### src/rtl/riscv_pkg.sv
// Opcode and funct3 constants plus the memory-stage state type and decode helpers.
package riscv_pkg;

    localparam logic [6:0] R_TYPE = 7'b0110011;
    localparam logic [6:0] I_TYPE = 7'b0010011;
    localparam logic [6:0] LOAD   = 7'b0000011;
    localparam logic [6:0] STORE  = 7'b0100011;

    localparam logic [2:0] F3_LB  = 3'b000;
    localparam logic [2:0] F3_LH  = 3'b001;
    localparam logic [2:0] F3_LW  = 3'b010;
    localparam logic [2:0] F3_LBU = 3'b100;
    localparam logic [2:0] F3_LHU = 3'b101;
    localparam logic [2:0] F3_SB  = 3'b000;
    localparam logic [2:0] F3_SH  = 3'b001;
    localparam logic [2:0] F3_SW  = 3'b010;

    typedef enum logic {
        IDLE = 1'b0,
        WAIT = 1'b1
    } mem_state_t;

    function automatic logic f3_legal(input logic is_store, input logic [2:0] fn3);
        if (is_store)
            return (fn3 == F3_SB) || (fn3 == F3_SH) || (fn3 == F3_SW);
        return (fn3 == F3_LB) || (fn3 == F3_LH) || (fn3 == F3_LW) ||
               (fn3 == F3_LBU) || (fn3 == F3_LHU);
    endfunction

    // Access size lives in fn3[1:0] for both loads and stores.
    function automatic logic misaligned(input logic [2:0] fn3, input logic [1:0] a);
        case (fn3[1:0])
            2'b01:   return a[0];
            2'b10:   return a != 2'b00;
            default: return 1'b0;
        endcase
    endfunction

endpackage

### src/rtl/mem_stage_if.sv
// Bundle of ALU-side, data-memory and writeback signals around the memory stage.
interface mem_stage_if;
    logic        ALU_valid;
    logic [6:0]  ALU_opcode;
    logic [2:0]  ALU_fn_3;
    logic [4:0]  ALU_rd;
    logic [31:0] ALU_alu_val;
    logic [31:0] ALU_rs2_val;
    logic        MEM_stall;
    logic        MEM_fault;
    logic        DM_req;
    logic        DM_we;
    logic [31:0] DM_addr;
    logic [3:0]  DM_be;
    logic [31:0] DM_wdata;
    logic        DM_ack;
    logic [31:0] DM_rdata;
    logic        WB_valid;
    logic        WB_we;
    logic [4:0]  WB_rd;
    logic [31:0] WB_val;

    // Environment side: upstream stage plus data memory.
    modport master (
        output ALU_valid, ALU_opcode, ALU_fn_3, ALU_rd, ALU_alu_val, ALU_rs2_val,
        output DM_ack, DM_rdata,
        input  MEM_stall, MEM_fault, DM_req, DM_we, DM_addr, DM_be, DM_wdata,
        input  WB_valid, WB_we, WB_rd, WB_val
    );

    modport slave (
        input  ALU_valid, ALU_opcode, ALU_fn_3, ALU_rd, ALU_alu_val, ALU_rs2_val,
        input  DM_ack, DM_rdata,
        output MEM_stall, MEM_fault, DM_req, DM_we, DM_addr, DM_be, DM_wdata,
        output WB_valid, WB_we, WB_rd, WB_val
    );
endinterface

### src/rtl/mem_load_ext.sv
// Selects the addressed byte/half of a read word and sign- or zero-extends it.
module mem_load_ext
    import riscv_pkg::*;
(
    input  logic [31:0] rdata_i,
    input  logic [1:0]  addr_i,
    input  logic [2:0]  fn3_i,
    output logic [31:0] val_o
);

    logic [31:0] lane;

    always_comb begin
        lane = rdata_i >> {addr_i, 3'b000};
        case (fn3_i)
            F3_LB:   val_o = {{24{lane[7]}}, lane[7:0]};
            F3_LH:   val_o = {{16{lane[15]}}, lane[15:0]};
            F3_LBU:  val_o = {24'h0, lane[7:0]};
            F3_LHU:  val_o = {16'h0, lane[15:0]};
            default: val_o = rdata_i;
        endcase
    end

endmodule

### src/rtl/mem_stage.sv
// Memory-access stage: single-outstanding req/ack data port, load alignment and
// a registered writeback bundle; stalls upstream while a transaction is open.
module mem_stage
    import riscv_pkg::*;
#(
    parameter int TIMEOUT_CYCLES = 255,
    parameter int TO_W           = 8
) (
    input logic        clk,
    input logic        rst_n,
    mem_stage_if.slave bus
);

    // state | meaning
    // IDLE  | accepting ALU bundles; non-memory ops retire in one cycle
    // WAIT  | DM request outstanding; upstream stalled until ack or timeout

    localparam logic [TO_W-1:0] TO_LAST = TO_W'(TIMEOUT_CYCLES - 1);

    mem_state_t        state_q, state_d;
    logic [TO_W-1:0]   cnt_q, cnt_d;
    logic              req_q, req_d;
    logic              we_q, we_d;
    logic [31:0]       addr_q, addr_d;
    logic [3:0]        be_q, be_d;
    logic [31:0]       wdata_q, wdata_d;
    logic [2:0]        fn3_q, fn3_d;
    logic [4:0]        rd_q, rd_d;
    logic [1:0]        off_q, off_d;
    logic              wb_valid_q, wb_valid_d;
    logic              wb_we_q, wb_we_d;
    logic [4:0]        wb_rd_q, wb_rd_d;
    logic [31:0]       wb_val_q, wb_val_d;
    logic              fault_q, fault_d;

    logic        is_load, is_store, is_alu, bad_access;
    logic [31:0] load_val;

    mem_load_ext u_ext (
        .rdata_i (bus.DM_rdata),
        .addr_i  (off_q),
        .fn3_i   (fn3_q),
        .val_o   (load_val)
    );

    assign is_load    = (bus.ALU_opcode == LOAD);
    assign is_store   = (bus.ALU_opcode == STORE);
    assign is_alu     = (bus.ALU_opcode == R_TYPE) || (bus.ALU_opcode == I_TYPE);
    assign bad_access = !f3_legal(is_store, bus.ALU_fn_3) ||
                        misaligned(bus.ALU_fn_3, bus.ALU_alu_val[1:0]);

    always_ff @(posedge clk or negedge rst_n) begin
        if (!rst_n) begin
            state_q    <= IDLE;
            cnt_q      <= '0;
            req_q      <= 1'b0;
            we_q       <= 1'b0;
            addr_q     <= '0;
            be_q       <= '0;
            wdata_q    <= '0;
            fn3_q      <= '0;
            rd_q       <= '0;
            off_q      <= '0;
            wb_valid_q <= 1'b0;
            wb_we_q    <= 1'b0;
            wb_rd_q    <= '0;
            wb_val_q   <= '0;
            fault_q    <= 1'b0;
        end else begin
            state_q    <= state_d;
            cnt_q      <= cnt_d;
            req_q      <= req_d;
            we_q       <= we_d;
            addr_q     <= addr_d;
            be_q       <= be_d;
            wdata_q    <= wdata_d;
            fn3_q      <= fn3_d;
            rd_q       <= rd_d;
            off_q      <= off_d;
            wb_valid_q <= wb_valid_d;
            wb_we_q    <= wb_we_d;
            wb_rd_q    <= wb_rd_d;
            wb_val_q   <= wb_val_d;
            fault_q    <= fault_d;
        end
    end

    always_comb begin
        state_d    = state_q;
        cnt_d      = cnt_q;
        req_d      = req_q;
        we_d       = we_q;
        addr_d     = addr_q;
        be_d       = be_q;
        wdata_d    = wdata_q;
        fn3_d      = fn3_q;
        rd_d       = rd_q;
        off_d      = off_q;
        wb_valid_d = 1'b0;
        wb_we_d    = 1'b0;
        wb_rd_d    = wb_rd_q;
        wb_val_d   = wb_val_q;
        fault_d    = 1'b0;

        case (state_q)
            IDLE: begin
                if (bus.ALU_valid) begin
                    wb_rd_d = bus.ALU_rd;
                    if (is_load || is_store) begin
                        if (bad_access) begin
                            wb_valid_d = 1'b1;
                            wb_val_d   = '0;
                            fault_d    = 1'b1;
                        end else begin
                            state_d = WAIT;
                            cnt_d   = '0;
                            req_d   = 1'b1;
                            we_d    = is_store;
                            addr_d  = {bus.ALU_alu_val[31:2], 2'b00};
                            fn3_d   = bus.ALU_fn_3;
                            rd_d    = bus.ALU_rd;
                            off_d   = bus.ALU_alu_val[1:0];
                            if (is_load) begin
                                be_d    = 4'b1111;
                                wdata_d = '0;
                            end else begin
                                case (bus.ALU_fn_3)
                                    F3_SB: begin
                                        be_d    = 4'b0001 << bus.ALU_alu_val[1:0];
                                        wdata_d = {4{bus.ALU_rs2_val[7:0]}};
                                    end
                                    F3_SH: begin
                                        be_d    = bus.ALU_alu_val[1] ? 4'b1100 : 4'b0011;
                                        wdata_d = {2{bus.ALU_rs2_val[15:0]}};
                                    end
                                    default: begin
                                        be_d    = 4'b1111;
                                        wdata_d = bus.ALU_rs2_val;
                                    end
                                endcase
                            end
                        end
                    end else begin
                        wb_valid_d = 1'b1;
                        wb_val_d   = bus.ALU_alu_val;
                        wb_we_d    = is_alu && (bus.ALU_rd != 5'd0);
                    end
                end
            end
            WAIT: begin
                // Ack is checked first so it wins over a coincident timeout.
                if (bus.DM_ack) begin
                    state_d    = IDLE;
                    req_d      = 1'b0;
                    wb_valid_d = 1'b1;
                    wb_rd_d    = rd_q;
                    if (we_q) begin
                        wb_val_d = '0;
                    end else begin
                        wb_val_d = load_val;
                        wb_we_d  = (rd_q != 5'd0);
                    end
                end else if (cnt_q == TO_LAST) begin
                    state_d    = IDLE;
                    req_d      = 1'b0;
                    wb_valid_d = 1'b1;
                    wb_rd_d    = rd_q;
                    wb_val_d   = '0;
                    fault_d    = 1'b1;
                end else begin
                    cnt_d = cnt_q + 1'b1;
                end
            end
            default: state_d = IDLE;
        endcase
    end

    assign bus.MEM_stall = (state_q == WAIT);
    assign bus.MEM_fault = fault_q;
    assign bus.DM_req    = req_q;
    assign bus.DM_we     = we_q;
    assign bus.DM_addr   = addr_q;
    assign bus.DM_be     = be_q;
    assign bus.DM_wdata  = wdata_q;
    assign bus.WB_valid  = wb_valid_q;
    assign bus.WB_we     = wb_we_q;
    assign bus.WB_rd     = wb_rd_q;
    assign bus.WB_val    = wb_val_q;

endmodule

### src/flat_wrapper.sv
// flat-port wrapper written by rule: the top's interface ports become plain ports
module mem_stage_flat import riscv_pkg::*;
#(
    parameter int TIMEOUT_CYCLES = 255,
    parameter int TO_W           = 8
)
  (clk, rst_n, bus_ALU_valid, bus_ALU_opcode, bus_ALU_fn_3, bus_ALU_rd, bus_ALU_alu_val, bus_ALU_rs2_val, bus_DM_ack, bus_DM_rdata, bus_MEM_stall, bus_MEM_fault, bus_DM_req, bus_DM_we, bus_DM_addr, bus_DM_be, bus_DM_wdata, bus_WB_valid, bus_WB_we, bus_WB_rd, bus_WB_val);
  mem_stage_if bus_i ();
  input logic clk;
  input logic rst_n;
  input wire logic [$bits(bus_i.ALU_valid)-1:0] bus_ALU_valid;
  input wire logic [$bits(bus_i.ALU_opcode)-1:0] bus_ALU_opcode;
  input wire logic [$bits(bus_i.ALU_fn_3)-1:0] bus_ALU_fn_3;
  input wire logic [$bits(bus_i.ALU_rd)-1:0] bus_ALU_rd;
  input wire logic [$bits(bus_i.ALU_alu_val)-1:0] bus_ALU_alu_val;
  input wire logic [$bits(bus_i.ALU_rs2_val)-1:0] bus_ALU_rs2_val;
  input wire logic [$bits(bus_i.DM_ack)-1:0] bus_DM_ack;
  input wire logic [$bits(bus_i.DM_rdata)-1:0] bus_DM_rdata;
  output wire logic [$bits(bus_i.MEM_stall)-1:0] bus_MEM_stall;
  output wire logic [$bits(bus_i.MEM_fault)-1:0] bus_MEM_fault;
  output wire logic [$bits(bus_i.DM_req)-1:0] bus_DM_req;
  output wire logic [$bits(bus_i.DM_we)-1:0] bus_DM_we;
  output wire logic [$bits(bus_i.DM_addr)-1:0] bus_DM_addr;
  output wire logic [$bits(bus_i.DM_be)-1:0] bus_DM_be;
  output wire logic [$bits(bus_i.DM_wdata)-1:0] bus_DM_wdata;
  output wire logic [$bits(bus_i.WB_valid)-1:0] bus_WB_valid;
  output wire logic [$bits(bus_i.WB_we)-1:0] bus_WB_we;
  output wire logic [$bits(bus_i.WB_rd)-1:0] bus_WB_rd;
  output wire logic [$bits(bus_i.WB_val)-1:0] bus_WB_val;
  assign bus_i.ALU_valid = bus_ALU_valid;
  assign bus_i.ALU_opcode = bus_ALU_opcode;
  assign bus_i.ALU_fn_3 = bus_ALU_fn_3;
  assign bus_i.ALU_rd = bus_ALU_rd;
  assign bus_i.ALU_alu_val = bus_ALU_alu_val;
  assign bus_i.ALU_rs2_val = bus_ALU_rs2_val;
  assign bus_i.DM_ack = bus_DM_ack;
  assign bus_i.DM_rdata = bus_DM_rdata;
  assign bus_MEM_stall = bus_i.MEM_stall;
  assign bus_MEM_fault = bus_i.MEM_fault;
  assign bus_DM_req = bus_i.DM_req;
  assign bus_DM_we = bus_i.DM_we;
  assign bus_DM_addr = bus_i.DM_addr;
  assign bus_DM_be = bus_i.DM_be;
  assign bus_DM_wdata = bus_i.DM_wdata;
  assign bus_WB_valid = bus_i.WB_valid;
  assign bus_WB_we = bus_i.WB_we;
  assign bus_WB_rd = bus_i.WB_rd;
  assign bus_WB_val = bus_i.WB_val;
  mem_stage #(.TIMEOUT_CYCLES(TIMEOUT_CYCLES), .TO_W(TO_W)) u_core (.clk(clk), .rst_n(rst_n), .bus(bus_i));
endmodule
### config.mk
export PLATFORM = sky130hd
export DESIGN_NAME = mem_stage_flat
export DESIGN_NICKNAME = d
export VERILOG_FILES = /design/src/rtl/riscv_pkg.sv /design/src/rtl/mem_stage_if.sv /design/src/rtl/mem_load_ext.sv /design/src/rtl/mem_stage.sv /design/src/flat_wrapper.sv
export SDC_FILE = /design/constraint.sdc
export NUM_CORES = 1
export LEC_CHECK = 0
export ABC_AREA = 1
export CORE_MARGIN = 2
export CORE_UTILIZATION = 47
export CTS_CLUSTER_SIZE = 8
export DETAILED_ROUTE_END_ITERATION = 7
export PLACE_DENSITY = 0.81
export SLEW_MARGIN = 10
export SYNTH_ARGS = -nofsm -noshare
export SYNTH_HDL_FRONTEND = slang
export SYNTH_SLANG_ARGS = --single-unit
### constraint.sdc
create_clock -name clk -period 1.9 [get_ports clk]
set_clock_uncertainty 0.15 [all_clocks]
set_input_delay 0.38 -clock clk [delete_from_list [all_inputs] [get_ports clk]]
set_output_delay 0.38 -clock clk [all_outputs]
set_load 0.03 [all_outputs]
# == After elaboration in Yosys (flattened, before gate mapping) ==
# Cells that the tools add are included.
# word_totals
in_bits,115
romBits,0
wordCells,114
regBits,127
ram_bits,0
latch_bits,0
n_memories,0
output_inout_bits,111
# classes
muxes,54
n_eq_ne,21
n_lt_le_gt_ge,0
n_shift,2
bitwise,2
multipliers,0
n_reduce_logical,19
n_addsub,1
div,0
# op_table
cell,n
$mux W32,7
$pmux W32 S2,2
$pmux W32 S4,1
$mux W8,5
$shr A32 B5 Y16,1
$mux W1,25
$pmux W8 S2,1
$mux W5,3
$eq A7 B6 Y1 const B,2
$eq A3 B3 Y1 const B,4
$pmux W1 S2,6
$pmux W5 S2,1
$reduce_bool A5 Y1,2
$add A8 B1 Y8 const B,1
$eq A8 B8 Y1 const B,1
$mux W4,2
$ne A2 B2 Y1 const B,4
$pmux W4 S2,1
$reduce_and A4 Y1,2
$eq A7 B2 Y1 const B,1
$eq A7 B5 Y1 const B,1
$logic_or A1 B1 Y1,7
$eq A3 B1 Y1 const B,2
$logic_not A3 Y1,2
other kinds (14),15

# == Logic depth before layout (Yosys ltp) ==
# depth
depth_word,12
depth_mapped,13
depth_no_buf,11

# == By module ==
# A second synthesis with hierarchy kept.
# unflattened
hier_cells,959
area_unflattened_um2,7219.4
# by_module_without_submodules
mod,cells_each,instances,seq_area_each_um2,area_each_um2
mem_stage,749,1,3178.0,6202.2
mem_load_ext,210,1,0.0,1017.2

# == Worst setup path after synthesis ==
# Ideal clock, no wire load.
# synth_path
path_type,input to register
start,in bus_ALU_fn_3[1]
end,reg u_core.fn3_q[1]
arrival_time_ns,1.621
cell_stages,13
required_time_ns,1.633
setup_ns,0.117
n_path_buf,3
setup_slack_ns,0.011
cell_sequence,inv_1 ha_1 buf_4 inv_2 nand2_1 o21ai_1 nand2_2 nand3_4 buf_8 buf_6 nand2_1 o21ai_1 inv_1
# synth_via
elab_chain_cells,10
elab_cells_between_ends,18
classes_between,eq/ne: 6; mux: 3; bitwise: 1; reduce/logical: 8
# synth_rtl
element,line,source
start: declaration,flat_wrapper.sv:13,input wire logic [$bits(bus_i.ALU_fn_3)-1:0] bus_ALU_fn_3;
$eq A3 B1 Y1 / $logic_not A3 Y1 (equally long branches),"riscv_pkg.sv:25, riscv_pkg.sv:26",
$logic_or A1 B1 Y1 (2 in a row),"riscv_pkg.sv:25, riscv_pkg.sv:26",
$logic_or A1 B1 Y1,riscv_pkg.sv:26,return (fn3 == F3_LB) || (fn3 == F3_LH) || (fn3 == F3_LW) ||
$logic_or A1 B1 Y1,riscv_pkg.sv:27,(fn3 == F3_LBU) || (fn3 == F3_LHU);
$mux W1,riscv_pkg.sv:26,
$logic_not A1 Y1,mem_stage.sv:49,"assign bad_access = !f3_legal(is_store, bus.ALU_fn_3) ||"
$logic_or A1 B1 Y1,mem_stage.sv:49,
$not A1 Y1 (no line),n/a,
$reduce_and A4 Y1 (no line),n/a,
end signal: assignment,mem_stage.sv:77,fn3_q <= fn3_d;
end: declaration,mem_stage.sv:27,"logic [2:0] fn3_q, fn3_d;"
# Parallel ways exist; a longest one is shown, timed or not. The select of a mux whose other input is x is not followed.
# A chain may end at the register's enable or synchronous reset.

# == Worst setup path after layout ==
# layout_path
start,reg u_core.cnt_q[0]
end,"reg u_core.wb_val_q[22], in the netlist u_core.bus.WB_val[22]"
# layout_via
elab_chain_cells,3
# layout_rtl
element,line,source
start: declaration,mem_stage.sv:21,"logic [TO_W-1:0] cnt_q, cnt_d;"
start signal: assignment,mem_stage.sv:71,cnt_q <= cnt_d;
$eq A8 B8 Y1,mem_stage.sv:163,end else if (cnt_q == TO_LAST) begin
$ne A3 B3 Y1 (no line),n/a,
$reduce_and A3 Y1 (no line),n/a,
end signal: assignment,mem_stage.sv:83,wb_val_q <= wb_val_d;
end: declaration,mem_stage.sv:33,"logic [31:0] wb_val_q, wb_val_d;"
# No other way between the ends.

==> out/metrics.cfg <==
[run_status]
status=finished with violations
violations=negative setup slack

[timing]
drv_slew=0
holdWs_ns=0.1652
hold_violations=0
timing.final.ws_setup_ns=-0.006532
period_share_pct=100.3
fmax_ghz=0.5245
setup_viol=2
period_minus_slack_ns=1.907
rsz0062_at_grt=true

[synthesis]
ys_seq_area_share_pct=44.47
synth.largest_area_cell=dfrtp_1
synth_top_area_share_pct=44.47
syn_area_um2=7147
ys_seq_elements=127
yosysWarnings=0
syn_area_per_cell_um2=6.905
syn-instance-count=1035
ys_top_cells_by_area=dfrtp_1 44%, nand2_1 21%, inv_1 8.6%, o21ai_1 3.7%, nor2_1 3.5%
synth_cell_types=33

[final_layout]
diodes=0
fin_util_pct=71.92
layout.nets=1432
layout_common_cells=400 x nand2_1, 160 x inv_1, 126 x dfrtp_1
multi_input_area_um2=3083
area_growth_pct=51.28
seqCellArea_um2=3179
fill_cells=1242
final_common_cell=nand2_1
drive_above_1_share_pct=11.70

[cts]
clock_latency_ns=0.43
htree_num_levels=4
clock_sinks=127
cts_buffers=17
clockBufferDepth=2
root_buffer=clkbuf_16
cts_tree=yes
cts.reportedPaths.clkPinSlew_ns=0.06

[pwr]
comb_power_share_pct=24.5
power_density_nw_per_um2=798.6
p_seq_share_pct=36.2
p_switching_mw=2.714
p_int_mw=5.919
switching_share_pct=31.44
power.leakage_nw=5.643
ir_worst_vdd_v=0.0006363
pwr-share-clk_pct=39.4

[detailed_routing]
drtPass1Iterations=5
vias=7693
met2_length_um=11860
wl_met1_um=9235
drtIter0Drc=662
antenna_left=0
highest_layer=met4
met3WireLength_um=2337
post_drt_wl_per_cell_um=15.97
viasPerCell=5.085
drc=0
drt_wl_total_um=24160

[die]
dieArea_um2=16210
die_w_um=127.3
floorplan.initialDensity_pct=47.54
core_um2=15030
ios=226
die_h_um=127.3
num_rows=45

[placed_design]
routabilityCongestion=0.9339
dp_hpwl_um=16560
port_buffers=223

[critical_path]
critPathSlowestCell=dfrtp_1
cp.required_ns=2.12
path_max_fanout=6
crit_chain=inv_1 -> ha_1 -> inv_1 -> nor2_1 -> nand2_1 -> a21oi_2 -> nand2_2 -> clkinv_4 -> clkbuf_16 -> nand2_1 -> nand2_1
critical_path_class=register to register
start_kind=register
end_kind=register
crit_buf_inv=4
crit_family=simple AND/OR/NAND/NOR gates
critPathMaxStageDelay_ns=0.38
path_common_cell=nand2_1
cp.arrival_ns=2.12

[global_route]
grt_util_all_layers_pct=29.04
grt_pass1_vias=7224
grt_pass1_wl_um=36830
grt_overflow=0
antenna_found_initial=0
grt_max_degree=41

[run]
drv_cap=0

[hold_path]
hold_path.class=input pin to register

==> Yosys cell counts, drive strengths merged <==
library cell  number
o31ai              1
o21ai             95
buf               29
a31oi              5
clkinv             1
inv              167
nand2            411
nor2              69
a21oi             35
ha                 5
nand4              3
nor3               7
o211ai            16
a21boi             1
nand3             35
xor2               4
xnor2              1
clkbuf            22
dfrtp            127
conb               1
==> final cells by class <==
cell class / instances / share of cell area [%]
clock buffers: 19 / 4.189
clock inverters: 13 / 1.516
inverters: 168 / 5.879
multi-input cells: 690 / 28.52
flip-flops and latches: 127 / 29.41
well taps: 188 / 2.176
repair buffers: 308 / 28.32
==> worst min-delay path: stages <==
cell and delay (ns):
clkbuf_2 0.11, buf_4 0.11, o21ai_1 0.06, inv_1 0.05
==> routing by layer <==
metal  up-vias  track usage [%]
met5         -                0
met3        57            8.626
met1      3552            34.29
li1       3701                -
met2       383            49.95
met4         0            11.18
==> path summary, 6_finish.rpt <==
kind | start | end | cells after the start | slack, ns
max | u_core.cnt_q[0] | u_core.bus.WB_val[22] | 11 | -0.007
min | bus_ALU_fn_3[0] | u_core.fn3_q[0] | 4 | 0.17
min reg2reg | u_core.bus.WB_val[3] | u_core.bus.WB_val[3] | 2 | 0.32
max in group asynchronous | rst_n | u_core.bus.MEM_stall | 3 | 0.75
min in group asynchronous | rst_n | u_core.bus.DM_addr[14] | 2 | 0.29
max reg2reg | u_core.cnt_q[0] | u_core.bus.WB_val[22] | 11 | -0.007
==> stage by stage <==
stage                 TNS, ns  setup WS, ns  instances  cell area (µm²)  total power, mW
floorplan                   0       0.01147       1036             7151            4.265
global placement       -52.93       -0.5034       1463             9966            5.315
detailed placement     -62.85       -0.6354       1463             9966            5.353
CTS                         0      0.002705       1506            10670            8.595
global route           -1.811      -0.07771       1513            10810            8.991
finish              -0.008676     -0.006532       1513            10810            8.634
==> power groups by stage <==
| stage | Clock (mW) | Combinational (mW) | Sequential (mW) |
|---|---|---|---|
| global placement | 0 | 2.15 | 3.17 |
| global route | 3.56 | 2.29 | 3.15 |
| CTS | 3.42 | 2.06 | 3.12 |
| floorplan | 0 | 0.652 | 3.61 |
| finish | 3.40 | 2.11 | 3.12 |
| detailed placement | 0 | 2.19 | 3.17 |
==> state kept, by name, summed over array words and instances, names as in the netlist <==
register,cells
u_core.bus.WB_val,32
u_core.bus.DM_addr,30
u_core.fn3_q,3
u_core.cnt_q,8
u_core.bus.DM_req,1
u_core.off_q,2
u_core.bus.WB_rd,5
u_core.bus.DM_wdata,32
u_core.bus.WB_we,1
u_core.bus.DM_be,4
u_core.rd_q,5
u_core.bus.DM_we,1
u_core.bus.MEM_stall,1
u_core.bus.WB_valid,1
u_core.bus.MEM_fault,1
==> logic make-up (layout without fill, tap and decap cells) <==
family                   Yosys count  count (layout)  share of synthesized area [%]
XOR/XNOR                           5               5                         0.6127
flip-flops                       127             127                          44.47
other                              1               2                        0.05247
AO/OA/AOI/OAI                    153             153                          11.54
buffers and inverters            219             508                          13.25
adder cells (fa/ha/maj)            5               5                         0.8754
AND/OR/NAND/NOR                  525             525                          29.20
==> what timing repair did <==
action / in CTS / in global routing
gates resized for setup: 131 / 35
cloned: 3 / 3
hold buffers: 1 / 0
setup endpoints to repair: 223 / 117
pin swaps: 6 / 9
endpoints found under the hold margin: 35 / 0
buffers inserted: 7 / 5
No activity file was read; power rests on OpenSTA's default activity.
==> RTL edit 1 (config.mk and constraints unchanged) <==
`TO_W` is set to 8 in 2 places; all go to 12.
--- a/src/rtl/mem_stage.sv
+++ b/src/rtl/mem_stage.sv
@@ -6,3 +6,3 @@
     parameter int TIMEOUT_CYCLES = 255,
-    parameter int TO_W           = 8
+    parameter int TO_W           = 12
 ) (
--- a/src/flat_wrapper.sv
+++ b/src/flat_wrapper.sv
@@ -4,3 +4,3 @@
     parameter int TIMEOUT_CYCLES = 255,
-    parameter int TO_W           = 8
+    parameter int TO_W           = 12
 )
Function: no difference found for any inputs over 4 cycles, from zero or initial values and one cycle with rst_n low; that may be too few to reach the edited logic, so the function may still have changed.
==> RTL edit 1 against the unedited design <==
Critical path depth decreased by 10. Wire length increased by 1.6%. Setup slack improved by 55 ps. Maximum frequency increased by 3.0%. Sequential cell count increased by 4. Register-to-register slack improved by 70 ps. Synthesized cell count decreased by 2.8%. Global-route usage decreased by 0.40 points. Area after synthesis increased by 0.42%. Via count increased by 2.2%. Cell area increased by 1.1%. Sequential power increased by 2%. Power decreased by 2.3%. Highest routed layer unchanged.
==> RTL edit 1: results (changes against the unedited design) <==
| Parameter | Reported | vs unedited |
| --- | --- | --- |
| Metal-1 WL | 10.1 mm | +8.8% |
| Timing startpoint of the critical path | u_core.bus.MEM_stall |  |
| Global placement routability congestion | 0.948 | +1.5% |
| Met2 Wirelength | 11.9 mm | +0.70% |
| Met2 usage | 0.481 | -0.0186 |
| Critical path peak fanout | 8 | +2 |
| Routed WL per cell | 16.5 um | +3.0% |
| Dominant delay contributor by cell family on the critical path | flip-flops |  |
| Uppermost routed layer | met4 |  |
| VDD IR-drop max | 0.548 mV | -14% |
| Worst Reg-to-Reg Cells | 12 | +1 |
| Cell area after placement | 10,100 um2 | +1.1% |
| Worst-case register-to-register setup slack | 60 ps | +70 ps |
| Number of hold violations in the final report | 0 | unchanged |
| Met3 WL | 1.96 mm | -16% |
| List of most frequent post-synthesis cells | 474 x nand2_1, 131 x dfrtp_1, 72 x inv_1 |  |
| Leakage dissipation | 5.87 nW | +4.0% |
| Share of post-route cells with drive strength above 1 | 0.124 | +0.00725 |
| Worst-Skew Late Latency | 420 ps |  |
| All-Layer GR Usage | 0.286 | -0.00401 |
| Largest net degree at the start of global routing | 47 | +15% |
| Met1 capacity usage during global routing | 0.373 | +0.0306 |
| Crit-path max cell delay | 530 ps | +150 ps |
| Filler instances | 1,180 | -5.0% |
| Run status | finished, final reports clean |  |
| Main area contributors after synthesis | dfrtp_1 46%, nand2_1 25%, o21ai_0 4.0% |  |
| Met3 usage | 0.0641 | -0.0222 |
| Sequential share of the synthesized area | 0.457 | +0.0121 |
| Number of global-route vias before repair | 7,359 | +1.9% |
| Worst path arrival time | 1320 ps | -800 ps |
| Capture instance of the worst register-to-register path | u_core.bus.WB_val[23] |  |
| Post-layout nets | 1,414 | -1.3% |
| Number of library cell types mapped by synthesis | 37 | +12% |
[RTL edit 1: cell count changes in the layout (fill, tap and decap cells not counted), sizes merged, moves of 6 or more]
cell    unedited run  this run
clkbuf            22        31
clkinv             7         1
inv              166        78
nand2            411       475
nand3             35        51
nor2              69        41
o211ai            16        23
o21ai             95        72
or2                0         9
[RTL edit 1: cell type report]
cell class / instances / share of cell area
Multi-Input combinational cell: 747 / 0.310
Sequential cell: 131 / 0.300
Timing Repair Buffer: 319 / 0.288
Clock buffer: 24 / 0.0432
Inverter: 78 / 0.0275
Tap cell: 188 / 0.0215
Clock inverter: 5 / 0.00939
[RTL edit 1: kinds of logic after synthesis]
| logic type | count (synthesis) | share of synthesized area |
|---|---|---|
| AND/OR/NAND/NOR | 596 | 0.335 |
| AO/OA/AOI/OAI | 138 | 0.107 |
| flip-flops | 131 | 0.457 |
| buffers and inverters | 129 | 0.0854 |
| XOR/XNOR | 6 | 0.00732 |
| adder cells (fa/ha/maj) | 5 | 0.00872 |
| other | 1 | 0.000523 |
[RTL edit 1: stage by stage]
stage	hold WS [ps]	setup slack, ps	cells	TNS (ps)
floorplan	-65.6	2.61	1007	0
global placement	96.2	-495	1444	-56950
detailed placement	98.8	-574	1444	-65250
CTS	223	13.2	1476	0
global route	245	-38.4	1492	-414
finish	222	48.1	1492	0
[RTL edit 1: where the power goes]
part           switching [mW]  internal (mW)  total (mW)
registers               0.156           3.03        3.18
clock network            1.17           2.11        3.27
logic                    1.20          0.783        1.98
[RTL edit 1: timing repair]
action                     in CTS  in global routing
hold endpoints to repair      110                  0
resized for setup             116                 48
setup endpoints to repair     229                124
pin swaps                       3                 14
hold buffers                    1                  0
cloned                          0                 11
buffers inserted                2                  5
==> RTL edit 2 (same settings) <==
Without the edit above. Reset style: synchronous (`rst_n`), changed in one clocked block.
--- a/src/rtl/mem_stage.sv
+++ b/src/rtl/mem_stage.sv
@@ -51,3 +51,3 @@
 
-    always_ff @(posedge clk or negedge rst_n) begin
+    always_ff @(posedge clk) begin
         if (!rst_n) begin
Check against the original RTL: differs if rst_n is asserted again (counterexample within 4 cycles, from zero or initial values and one cycle with rst_n low); with rst_n held inactive, the same outputs for 4 cycles.
==> RTL edit 2 against the unedited design <==
Die area increased by 0.51%. Cell area decreased by 1.3%. Sequential power decreased by 11%. Register-to-register slack improved by 50 ps. Hold slack improved by 19 ps. Wire length decreased by 4.0%. Setup slack improved by 7.0 ps. Maximum frequency increased by 0.37%. Sequential cell count unchanged. Power decreased by 20%. Area after synthesis increased by 0.53%. Non-clock buffer count increased by 5. Final cell count increased by 12%. Critical path type is now in2reg.
==> RTL edit 2: results (changes against the unedited design) <==
| Parameter | Reported | vs unedited |
| --- | --- | --- |
| Number of warnings reported in the yosys synthesis log | 0 | unchanged |
| Placed wire-length estimate | 16.4 mm | -1.1% |
| Starting DRT DRC Count | 756 | +14% |
| Post-layout nets | 1,621 | +13% |
| Worst path arrival time | 2050 ps | -70 ps |
| Number of library cell types mapped by synthesis | 32 | -3.0% |
| Number of buffers created by CTS | 17 | unchanged |
| Main area contributors after synthesis | dfxtp_1 35%, nand2_1 21%, nor2_1 14% |  |
| Most used flip-flop cell after synthesis | dfxtp_1 |  |
| Slowest-stage cell, CP | clkdlybuf4s50_1 |  |
| Critical path peak fanout | 9 | +3 |
| Routed WL per cell | 13.6 um | -15% |
| Number of global-route vias before repair | 7,527 | +4.2% |
| Sequential share of the synthesized area | 0.354 | -0.0908 |
| All-Layer GR Usage | 0.279 | -0.0113 |
| Cell area after placement | 9990 um2 | +0.26% |
| Startpoint of the worst-slack reg-to-reg timing path | u_core.cnt_q[0] |  |
| Depth of the CTS H-tree | 4 | unchanged |
| VDD IR-drop max | 0.592 mV | -6.9% |
| DP Cell Count | 1,655 | +13% |
| Leakage dissipation | 5.78 nW | +2.4% |
| Global placement routability congestion | 0.943 | +1.0% |
| Global-route wire length before repair | 36.8 mm | -0.19% |
| Multi-input combinational cell area | 3810 um2 | +24% |
| Filler instances | 1,338 | +7.7% |
| Detail-routed via count per cell | 4.92 | -3.2% |
| Pre-CTS setup slack | -691 ps | -55.5 ps |
| Largest net degree at the start of global routing | 94 | +130% |
| Timing startpoint of the critical path | bus_ALU_opcode[1] |  |
| Run status | finished, final reports clean |  |
| Synthesized instance count | 1,231 | +19% |
| Share of async-settable or async-resettable flops after synthesis | 0 | -1.00 |
| Share of post-route cells with drive strength above 1 | 0.112 | -0.00528 |
| Crit-path max cell delay | 450 ps | +70 ps |
| Total vias in the final route | 8,369 | +8.8% |
-- RTL edit 2: cell types whose count changed after synthesis, sizes merged, moves of 16 or more --
cell	before	now
a21oi	35	60
dfxtp	0	127
nor2	69	266
o21ai	95	67
o211ai	16	0
dfrtp	127	0
-- RTL edit 2: kinds of logic after synthesis --
family                     after synthesis  synth area share
other                                    1          0.000522
DFF                                    127             0.354
and+or+nand+nor                        740             0.409
buffers and inverters                  222             0.130
xor gates and xnor gates                 3           0.00366
AOI/OAI and AO/OA                      133            0.0944
adders and majority gates                5           0.00871
-- RTL edit 2: per-layer routing --
metal | share of wire | track usage | up-vias
met2 | 0.46 | 0.450 | 372
met5 | 0 | 0 | -
met4 | 0.023 | 0.0937 | 0
met3 | 0.083 | 0.0683 | 45
li1 | - | - | 4257
met1 | 0.43 | 0.367 | 3695
-- RTL edit 2: power breakdown --
part | leakage [nW] | total [mW] | internal (mW) | switching, mW
clock | 0.253 | 3.04 | 1.85 | 1.19
sequential | 1.04 | 2.77 | 2.73 | 0.0348
combinational | 4.49 | 1.13 | 0.516 | 0.616
-- RTL edit 2: final cells by class --
type	count	area share
Clock buffer	21	0.0431
Timing Repair Buffer	313	0.274
Tap cell	188	0.0220
Multi-Input combinational cell	883	0.357
Clock inverter	10	0.00844
Inverter	159	0.0563
Sequential cell	127	0.239
-- RTL edit 2: worst paths after layout --
| path | endpoint | slack, ps | cells after the start |
|---|---|---|---|
| max | u_core.cnt_q[0] | 0.5 | 11 |
| min | u_core.fn3_q[0] | 180 | 4 |
| max reg2reg | u_core.bus.WB_val[8] | 40 | 14 |
| min reg2reg | u_core.bus.DM_req | 310 | 2 |
-- RTL edit 2: what timing repair did --
item	CTS	global route
endpoints found under the setup margin	229	121
cloned	1	1
pin swaps	4	11
gates resized for setup	117	42
buffers inserted	6	7
